## src/rtl/regfile_sb.sv

```systemverilog
// Integer register file with two combinational read ports, one write port, optional
// write-to-read bypass, a pending-write scoreboard and a post-reset init sequencer.
module regfile_sb #(
    parameter int DATA_W    = 32,
    parameter int ADDR_W    = 5,
    parameter int BYPASS    = 1,
    parameter int INIT_MODE = 1
) (
    input  logic              clock,
    input  logic              reset,
    input  logic [ADDR_W-1:0] rd_addr1,
    output logic [DATA_W-1:0] rd_data1,
    input  logic [ADDR_W-1:0] rd_addr2,
    output logic [DATA_W-1:0] rd_data2,
    output logic              busy1,
    output logic              busy2,
    input  logic              wr_en,
    input  logic [ADDR_W-1:0] wr_addr,
    input  logic [DATA_W-1:0] wr_data,
    input  logic              issue_en,
    input  logic [ADDR_W-1:0] issue_addr,
    output logic              ready
);

    localparam int DEPTH = 1 << ADDR_W;
    localparam logic [ADDR_W-1:0] LAST_ADDR = ADDR_W'(DEPTH - 1);
    localparam logic [ADDR_W-1:0] ZERO_ADDR = {ADDR_W{1'b0}};

    typedef enum logic {
        ST_INIT = 1'b0,
        ST_RUN  = 1'b1
    } state_t;

    state_t            state_r;
    state_t            state_next_s;
    logic [ADDR_W-1:0] init_cnt_r;
    logic              ready_r;
    logic [DEPTH-1:0]  busy_r;
    logic [DEPTH-1:0]  busy_next_s;
    logic [DATA_W-1:0] mem_r [DEPTH];
    logic              mem_we_s;
    logic [ADDR_W-1:0] mem_waddr_s;
    logic [DATA_W-1:0] mem_wdata_s;

    function automatic logic [DATA_W-1:0] init_value(input logic [ADDR_W-1:0] idx);
        if (INIT_MODE == 1) begin
            return DATA_W'(idx);
        end else begin
            return {DATA_W{1'b0}};
        end
    endfunction

    // Next-state: INIT walks registers 1..DEPTH-1, then RUN until reset.
    always_comb begin
        state_next_s = state_r;
        case (state_r)
            ST_INIT: begin
                if (init_cnt_r == LAST_ADDR) begin
                    state_next_s = ST_RUN;
                end else begin
                    state_next_s = ST_INIT;
                end
            end
            ST_RUN:  state_next_s = ST_RUN;
            default: state_next_s = ST_INIT;
        endcase
    end

    // State, init counter and ready flag.
    always_ff @(posedge clock or posedge reset) begin
        if (reset) begin
            state_r    <= ST_INIT;
            init_cnt_r <= ADDR_W'(1);
            ready_r    <= 1'b0;
        end else begin
            state_r <= state_next_s;
            ready_r <= (state_next_s == ST_RUN);
            if (state_r == ST_INIT) begin
                init_cnt_r <= init_cnt_r + ADDR_W'(1);
            end else begin
                init_cnt_r <= init_cnt_r;
            end
        end
    end

    // Array write source: the init sequencer owns the port until RUN.
    always_comb begin
        mem_we_s    = 1'b0;
        mem_waddr_s = ZERO_ADDR;
        mem_wdata_s = {DATA_W{1'b0}};
        if (reset) begin
            mem_we_s = 1'b0;
        end else if (state_r == ST_INIT) begin
            mem_we_s    = 1'b1;
            mem_waddr_s = init_cnt_r;
            mem_wdata_s = init_value(init_cnt_r);
        end else if (wr_en && (wr_addr != ZERO_ADDR)) begin
            mem_we_s    = 1'b1;
            mem_waddr_s = wr_addr;
            mem_wdata_s = wr_data;
        end else begin
            mem_we_s = 1'b0;
        end
    end

    // Register array; contents deliberately survive reset.
    always_ff @(posedge clock) begin
        if (mem_we_s) begin
            mem_r[mem_waddr_s] <= mem_wdata_s;
        end
    end

    // Scoreboard update: clear on writeback, then set on issue so a same-address set wins.
    always_comb begin
        busy_next_s = busy_r;
        if (state_r == ST_RUN) begin
            if (wr_en && (wr_addr != ZERO_ADDR)) begin
                busy_next_s[wr_addr] = 1'b0;
            end
            if (issue_en && (issue_addr != ZERO_ADDR)) begin
                busy_next_s[issue_addr] = 1'b1;
            end
        end else begin
            busy_next_s = busy_r;
        end
        busy_next_s[0] = 1'b0;
    end

    // Scoreboard register.
    always_ff @(posedge clock or posedge reset) begin
        if (reset) begin
            busy_r <= {DEPTH{1'b0}};
        end else begin
            busy_r <= busy_next_s;
        end
    end

    // Read ports: zero outside RUN and for register 0; optional same-cycle forwarding.
    always_comb begin
        rd_data1 = {DATA_W{1'b0}};
        rd_data2 = {DATA_W{1'b0}};
        if ((state_r != ST_RUN) || (rd_addr1 == ZERO_ADDR)) begin
            rd_data1 = {DATA_W{1'b0}};
        end else if ((BYPASS != 0) && wr_en && (wr_addr == rd_addr1)) begin
            rd_data1 = wr_data;
        end else begin
            rd_data1 = mem_r[rd_addr1];
        end
        if ((state_r != ST_RUN) || (rd_addr2 == ZERO_ADDR)) begin
            rd_data2 = {DATA_W{1'b0}};
        end else if ((BYPASS != 0) && wr_en && (wr_addr == rd_addr2)) begin
            rd_data2 = wr_data;
        end else begin
            rd_data2 = mem_r[rd_addr2];
        end
    end

    // Busy lookups show the registered scoreboard only.
    always_comb begin
        busy1 = 1'b0;
        busy2 = 1'b0;
        if (state_r == ST_RUN) begin
            busy1 = busy_r[rd_addr1];
            busy2 = busy_r[rd_addr2];
        end else begin
            busy1 = 1'b0;
            busy2 = 1'b0;
        end
    end

    assign ready = ready_r;

endmodule

```

## config.mk

```make
export PLATFORM = sky130hd
export DESIGN_NAME = regfile_sb
export DESIGN_NICKNAME = d
export VERILOG_FILES = /design/src/rtl/regfile_sb.sv
export SDC_FILE = /design/constraint.sdc
export NUM_CORES = 1
export LEC_CHECK = 0
export BUFFER_PORTS_ARGS = -buffer_cell sky130_fd_sc_hd__buf_2
export CORE_MARGIN = 2
export CORE_UTILIZATION = 60
export CTS_CLUSTER_DIAMETER = 120
export CTS_CLUSTER_SIZE = 16
export DETAILED_ROUTE_END_ITERATION = 7
export PLACE_DENSITY = 0.74
export SLEW_MARGIN = 20
export SYNTH_ARGS = -nofsm -noshare
export SYNTH_HDL_FRONTEND = slang
export SYNTH_SLANG_ARGS = --single-unit
```

## constraint.sdc

```tcl
create_clock -name clock -period 3.7 [get_ports clock]
set_input_delay 0.185 -clock clock [delete_from_list [all_inputs] [get_ports clock]]
set_output_delay 0.185 -clock clock [all_outputs]
set_load 0.02 [all_outputs]
```

### Word-level counts from Yosys, hierarchy flattened

Memory sizes are Yosys's and may differ from the RTL's.
Cells that the tools add are included.

* memories: 1
* bits in registers: 37
* bits in writable memories: 1024
* input port bits: 56
* word-level logic and storage cells: 60

* reduce and logical (&&, ||, !) cells: 12
* add/subtract/negate cells: 1
* eq/ne operators: 3
* bitwise operators: 4
* mux-type cells: 30
* order comparisons: 6

Memories
* mem_r: words 32, bits a word 32, read ports 2, clocked after memory_dff 0, write ports 1, line 40 `logic [DATA_W-1:0] mem_r [DEPTH];`

Operators by type and width (count)
* 2-to-1 mux 32 bit: 10
* AND 32 bit: 1
* NOT 32 bit: 1
* bitwise OR 32 bit: 1
* less-than comparator 5 x 6 -> 1 bit (second input constant): 4
* 2-to-1 mux 5 bit: 3
* 2-to-1 mux 1 bit: 12
* binary-select mux 1 bit (select 5 bit): 2
* demux 1 bit (select 5 bit): 2
* equality test 5 bit: 2
* greater-or-equal comparator 5 x 1 -> 1 bit (second input constant): 2
* zero test 5 bit: 2
* nonzero test 5 bit: 2
* logical AND 1 bit: 6
* adder 5 x 1 -> 5 bit (second input constant): 1
* equality test 5 bit (second input constant): 1
* logical OR 1 bit: 2
* case mux 1 bit (2 select lines): 1
* NOT 1 bit: 1

### Longest topological paths before layout

Gate-level depths: netlist of run 1.

* depth in word-level cells: 10
* gate-level depth with buffers: 9
* mapped depth without buffers: 5

### Worst setup path before layout of run 1

No wires, ideal clock.

* kind: register to register
* start point: register ready (netlist name)
* end point: memory mem_r[20][0], enable pin
* stages on the path, launching flop included: 7
* path slack: 0.320 ns
* data arrival time: 2.959 ns
* data required time: 3.279 ns
* setup time: 0.421 ns
* buffers on the path: 2
* cell sequence: dfrtp_1 -> buf_2 -> clkbuf_1 -> nand3_1 -> a21oi_1 -> nand4_1 -> nor2_1

RTL lines (line)
* end: declaration: 40

==> impl_metrics.csv, run 1 <==
group,metric,value,unit
global_routing,grt_pass1_wl,223,mm
cells_and_area,instances_no_fill,4110,
worst_setup_path,crit_chain,"clkinv_1 -> a211oi_1 -> o31ai_4 -> a211oi_1 -> a221o_1 -> buf_2",
placement,dpl.cell_count,4006,
global_routing,grt_pass1_vias,32400,
worst_setup_path,r2r_setup_slack,500,ps
cells_and_area,syn_to_final_growth,9.91,%
floorplan,core_area,0.0836,sq mm
route,drt_pre_antenna_iters,8,
pwr,power.leakage,19.5,nW
worst_setup_path,cp-start-kind,"flop",
global_routing,grt_usage,36.1,%
synth,syn_inst,2897,
worst_setup_path,critPathKind,"reg -> out",
pwr,peakVddDrop,0.424,mV
floorplan,rows,106,
global_routing,gr-total-overflow,0,
clocking,cts.clk_slew.worst_paths,80,ps
floorplan,die_y,294,microns
synth,yosysSeqAreaShare,62.6,%
cells_and_area,final_common_cell,"edfxtp_1",
min_path,min_path_cells,4,
route,num_vias,32200,
worst_setup_path,worst-r2r-cell-count,6,
run_status,status,"finished clean",
synth,ys.flop_type,"edfxtp_1",
placement,pre_cts_slack,520,ps
clocking,clk_path_buf_depth,3,
worst_setup_path,slowest_stage,"a211oi_1",
timing,rsz0062_at_grt,"false",
pwr,p_per_area,426,mW/mm^2
timing,worst_slack,185,ps
placement,dp_hpwl,94.8,mm
synth,syn_area,0.0506,sq mm
route,wl,154,mm
min_path,min-delay-path-class,"in -> reg",
placement,place_congestion,0.918,
timing,tightest_slew,1150,ps
cells_and_area,nets,3070,
route,antenna_left,0,
cells_and_area,fin_util,66.6,%
worst_setup_path,slowest_delay,720,ps
clocking,cts_resized,0,
synth,async_reset_ff_share,3.49,%
placement,place_area,0.0535,sq mm
clocking,cts_root_buf,"clkbuf_16",
clocking,cts_buffers,76,
floorplan,dieArea,0.0867,sq mm
synth,synth-edff-count,1024,
timing,fmax,0.284,GHz
synth,synth-seq-cells,1061,
route,drc,0,
pwr,p_total,23.7,mW
clocking,clock_latency,640,ps
synth,synth_nets,2955,
route,drtIter0Drc,5356,
timing,finClkSkew,23.6,ps
worst_setup_path,path_max_fanout,10,
worst_setup_path,required,3510,ps
timing,fin_crit_sh,95.0,%
route,wire_per_inst,37.5,microns
global_routing,antenna_found_initial,5,
floorplan,initial_utilization,60.6,%
clocking,post_cts_buffers,0,
worst_setup_path,cp.arrival,3330,ps
timing,setup_viol,0,
cells_and_area,layout-drive-gt1-share,26.1,%
clocking,cts_tree,"done",
synth,syn_area_per_cell,17.5,sq um
floorplan,die_x,294,microns
clocking,clock-sinks,1061,
flow_run,maxCapViolCount,0,
synth,synthDistinctLibCells,49,
timing,finalSetupTns,0,ps
worst_setup_path,end_kind,"output port",
timing,maxSlewHeadroom,22.5,%
route,vias_per_cell,7.84,
timing,finalMaxSlewViolations,0,
timing,fin_hold_ws,63.6,ps
cells_and_area,final_cell_mix,"1024 x edfxtp_1, 386 x mux2i_1, 371 x mux4_2",
global_routing,grt_max_degree,96,
timing,hold_viol,0,
clocking,hold_buffers,8,
placement,io_buffer_count,122,
timing,fin_crit,3520,ps
floorplan,ios,123,
worst_setup_path,critPathMostFrequentCell,"a211oi_1",
cells_and_area,fin_area,0.0556,sq mm
clocking,htree_levels,3,
synth,yosys_warnings,0,
[state kept, by name, summed over array words and instances, names as in the netlist]
signal and count:
init_cnt_r 5, busy_r 31, mem_r 1024, ready 1
[per-layer routing]
metal / vias up / global-route usage [%] / share of wire, %
met5: - / 0 / 0.026
met4: 6 / 16.2 / 4.9
met3: 510 / 10.3 / 15
met2: 2737 / 54.7 / 46
met1: 16400 / 49.3 / 34
li1: 12500 / - / -
[layout make-up]
| cell class | count | area, sq um |
|---|---|---|
| fill | 5425 | 27900 |
| antenna | 2 | 5.00 |
| timing repair buffer | 282 | 2460 |
| tap | 1080 | 1350 |
| multi-input combinational | 1585 | 18100 |
| clock inverter | 2 | 25.0 |
| inverter | 6 | 22.5 |
| clock buffer | 92 | 2030 |
| sequential | 1061 | 31700 |
[cell usage after synthesis, types with 2 or more instances]
library cell	count	area, sq um
a221o_1	63	631
o211ai_1	2	15.0
nand2_1	56	210
a21oi_1	104	521
nand4_1	5	31.3
o21ai_1	4	20.0
buf_4	41	308
or2_2	3	18.8
clkinv_1	2	7.51
and3_1	28	175
buf_2	91	455
mux2_2	2	22.5
a221oi_1	159	1390
nor3_1	3	15.0
nor2_1	71	267
or3b_2	2	17.5
xnor2_1	13	114
o22ai_1	2	12.5
clkbuf_1	93	349
ha_1	2	25.0
a22oi_1	95	713
buf_6	7	78.8
nand3_1	17	85.1
nand2b_1	6	37.5
nand3b_1	8	60.1
o21bai_1	32	240
mux2i_1	386	3860
edfxtp_1	1024	30700
dfrtp_1	36	901
or3_1	2	12.5
o21ai_0	124	621
mux4_2	371	8360
buf_1	12	45.0
nor2b_1	9	56.3
o31ai_1	2	15.0
inv_1	3	11.3
a211oi_1	5	37.5
[critical path, delay by kind of cell (launching register included)]
| kind | cells | cell delay (ps) |
|---|---|---|
| AO/OA/AOI/OAI | 4 | 1620 |
| buffers and inverters | 2 | 550 |
| flip-flops | 1 | 520 |
[worst paths after layout]
check	from	endpoint
max in group asynchronous	reset	init_cnt_r[0]$_DFFE_PP1N_
hold reg to reg	init_cnt_r[0]$_DFFE_PP1N_	init_cnt_r[0]$_DFFE_PP1N_
hold / removal	wr_addr[2]	busy_r[7]$_DFFE_PP0P_
setup / recovery	ready$_DFF_PP0_	rd_data1[30]
min in group asynchronous	reset	ready$_DFF_PP0_
setup reg to reg	ready$_DFF_PP0_	mem_r[2][5]$_DFFE_PP_
[report_power, final]
part / internal (mW) / switching (mW)
Clock: 3.84 / 3.95
Combinational: 0.989 / 1.64
Sequential: 13.2 / 0.0519
[logic make-up after synthesis]
family	Yosys count	share of synthesized area [%]
multiplexers	759	24.2
AND/OR/NAND/NOR	215	2.03
XOR/XNOR	13	0.225
buffers and inverters	251	2.50
adder cells (fa/ha/maj)	2	0.0494
AO/OA/AOI/OAI	596	8.42
flip-flops	1061	62.6
No activity file was read; power rests on OpenSTA's default activity.
==> run 2: changes to the inputs <==
Clock period 3.7 ns to 4 ns, I/O delays scaled along.
==> run 2 against run 1 <==
Effect of this change: largest cell class unchanged; core utilization down 0.43 points; sequential share of layout area up 0.37 points; via count up 0.14%.
==> impl_metrics.csv, run 2 (synthesis gave the netlist of run 1 again) <==
group,metric,value,unit
worst_setup_path,slowest_stage,"a211oi_1",
pwr,peakVddDrop,0.307,mV
cells_and_area,largest_register,"mem_r",
timing,hold_viol,0,
clocking,cts_tree,"done",
clocking,post_cts_buffers,0,
pwr,power.leakage,19.3,nW
timing,fmax,0.253,GHz
placement,io_buffer_count,122,
pwr,switching_share,24.0,%
cells_and_area,final_common_cell,"edfxtp_1",
cells_and_area,layout-drive-gt1-share,25.9,%
cells_and_area,largest_register_ffs,1024,
worst_setup_path,required,3800,ps
worst_setup_path,slowest_delay,770,ps
route,drc,0,
global_routing,antenna_found_initial,6,
timing,finalMaxSlewViolations,0,
timing,maxSlewHeadroom,19.3,%
clocking,cts.clk_slew.worst_paths,80,ps
global_routing,gr-total-overflow,0,
min_path,min-delay-path-class,"in -> reg",
placement,dp_hpwl,93.4,mm
cells_and_area,final_cell_mix,"1024 x edfxtp_1, 386 x mux2i_1, 371 x mux4_2",
clocking,cts_buffers,76,
floorplan,die_x,294,microns
route,drt_pre_antenna_iters,6,
timing,fin_crit_sh,98.9,%
clocking,htree_levels,3,
clocking,clk_path_buf_depth,3,
worst_setup_path,critPathMostFrequentCell,"a211oi_1",
pwr,internal_power,16.6,mW
clocking,clock_latency,660,ps
timing,fin_crit,3960,ps
worst_setup_path,cp.arrival,3760,ps
run_status,status,"finished clean",
timing,finalSetupTns,0,ps
global_routing,grt_max_degree,82,
route,num_vias,32300,
pwr,p_total,21.8,mW
cells_and_area,nets,3047,
worst_setup_path,end_kind,"output port",
route,drtIter0Drc,4919,
floorplan,die_y,294,microns
flow_run,maxCapViolCount,0,
clocking,clock-sinks,1061,
pwr,p_comb_share,11.0,%
global_routing,grt_pass1_vias,32600,
worst_setup_path,crit_chain,"clkinv_1 -> a211oi_1 -> o31ai_4 -> buf_12 -> a211oi_1 -> a221o_1 -> buf_2",
floorplan,initial_utilization,60.6,%
timing,setup_viol,0,
cells_and_area,top_regs,"mem_r (1024), busy_r (31), init_cnt_r (5)",
route,wl,156,mm
cells_and_area,syn_to_final_growth,9.20,%
pwr,power.switching,5.24,mW
route,antenna_left,0,
route,vias_per_cell,7.90,
timing,tightest_slew,1210,ps
floorplan,rows,106,
global_routing,grt_usage,36.2,%
worst_setup_path,critPathKind,"reg -> out",
floorplan,dieArea,0.0867,sq mm
timing,rsz0062_at_grt,"false",
worst_setup_path,path_max_fanout,32,
worst_setup_path,cp-start-kind,"flop",
route,wire_per_inst,38.1,microns
pwr,seq_power_share,56.2,%
pwr,power.share.clock,32.8,%
clocking,cts_root_buf,"clkbuf_16",
global_routing,grt_pass1_wl,223,mm
floorplan,core_area,0.0836,sq mm
floorplan,ios,123,
pwr,p_per_area,395,mW/mm^2
timing,finClkSkew,20.2,ps
placement,place_congestion,0.943,
run 2: changes by cell type in the layout (fill, tap and decap cells not counted), sizes merged:
| cell | before | now |
|---|---|---|
| clkinv | 2 | 4 |
| inv | 6 | 8 |
| buf | 274 | 253 |
| diode | 2 | 4 |
| clkbuf | 92 | 83 |
| dlygate4sd3 | 8 | 6 |
run 2: cell type report:
class | instances | area, sq um
Antenna cell | 4 | 10.0
Clock buffer | 83 | 1950
Clock inverter | 6 | 75.1
Fill cell | 5494 | 28300
Inverter | 6 | 22.5
Multi-Input combinational cell | 1585 | 18100
Sequential cell | 1061 | 31700
Tap cell | 1080 | 1350
Timing Repair Buffer | 259 | 2110
run 2: final timing paths:
kind / start / cells after the start / slack (ps) / endpoint
max: ready$_DFF_PP0_ / 7 / 40 / rd_data1[30]
min: issue_addr[0] / 3 / 40 / busy_r[2]$_DFFE_PP0P_
max reg2reg: ready$_DFF_PP0_ / 6 / 740 / mem_r[13][8]$_DFFE_PP_
min reg2reg: busy_r[26]$_DFFE_PP0P_ / 2 / 540 / busy_r[26]$_DFFE_PP0P_
max in group asynchronous: reset / 3 / 2930 / init_cnt_r[4]$_DFFE_PP0N_
min in group asynchronous: reset / 3 / 520 / busy_r[2]$_DFFE_PP0P_
run 2: worst max-delay path, delay by kind of cell, from the launching register on:
family / cells / cell delay, ps
AO/OA/AOI/OAI: 4 / 1660
buffers and inverters: 3 / 840
flip-flops: 1 / 590
run 2: repair_timing:
| item | in CTS | in global routing |
|---|---|---|
| endpoints found under the hold margin | 20 | 0 |
| hold buffers | 6 | 0 |
| resized for setup | 0 | 0 |
run 2: routing by layer:
| layer | share of wire [%] | up-vias | wire length [microns] | GRT usage, % |
|---|---|---|---|---|
| li1 | - | 12500 | - | - |
| met1 | 34 | 16500 | 52900 | 48.5 |
| met2 | 47 | 2714 | 72900 | 55.7 |
| met3 | 14 | 539 | 21300 | 9.49 |
| met4 | 5.4 | 6 | 8360 | 17.7 |
| met5 | 0.11 | - | 164 | 0 |
run 2: power groups by stage:
stage | clock (mW) | sequential (mW) | combinational [mW]
2_1_floorplan | 0 | 12.5 | 1.53
3_3_place_gp | 0 | 12.5 | 2.29
3_5_place_dp | 0 | 12.5 | 2.34
4_1_cts | 7.18 | 12.3 | 2.35
5_1_grt | 7.56 | 12.3 | 2.49
6_report | 7.14 | 12.3 | 2.41
run 2: through the flow:
| step | instance area (sq um) | utilization [%] | hold slack, ps | instances | setup slack (ps) |
|---|---|---|---|---|---|
| floorplan | 50600 | - | 399 | 2897 | 620 |
| global placement | 53100 | 63.5 | 501 | 3981 | 720 |
| detailed placement | 53100 | 63.6 | 523 | 3982 | 730 |
| CTS | 55200 | 66.1 | 12.8 | 4077 | 116 |
| global route | 55300 | 66.1 | 37.4 | 4080 | 27.7 |
| finish | 55300 | 66.1 | 39.1 | 4084 | 42.7 |
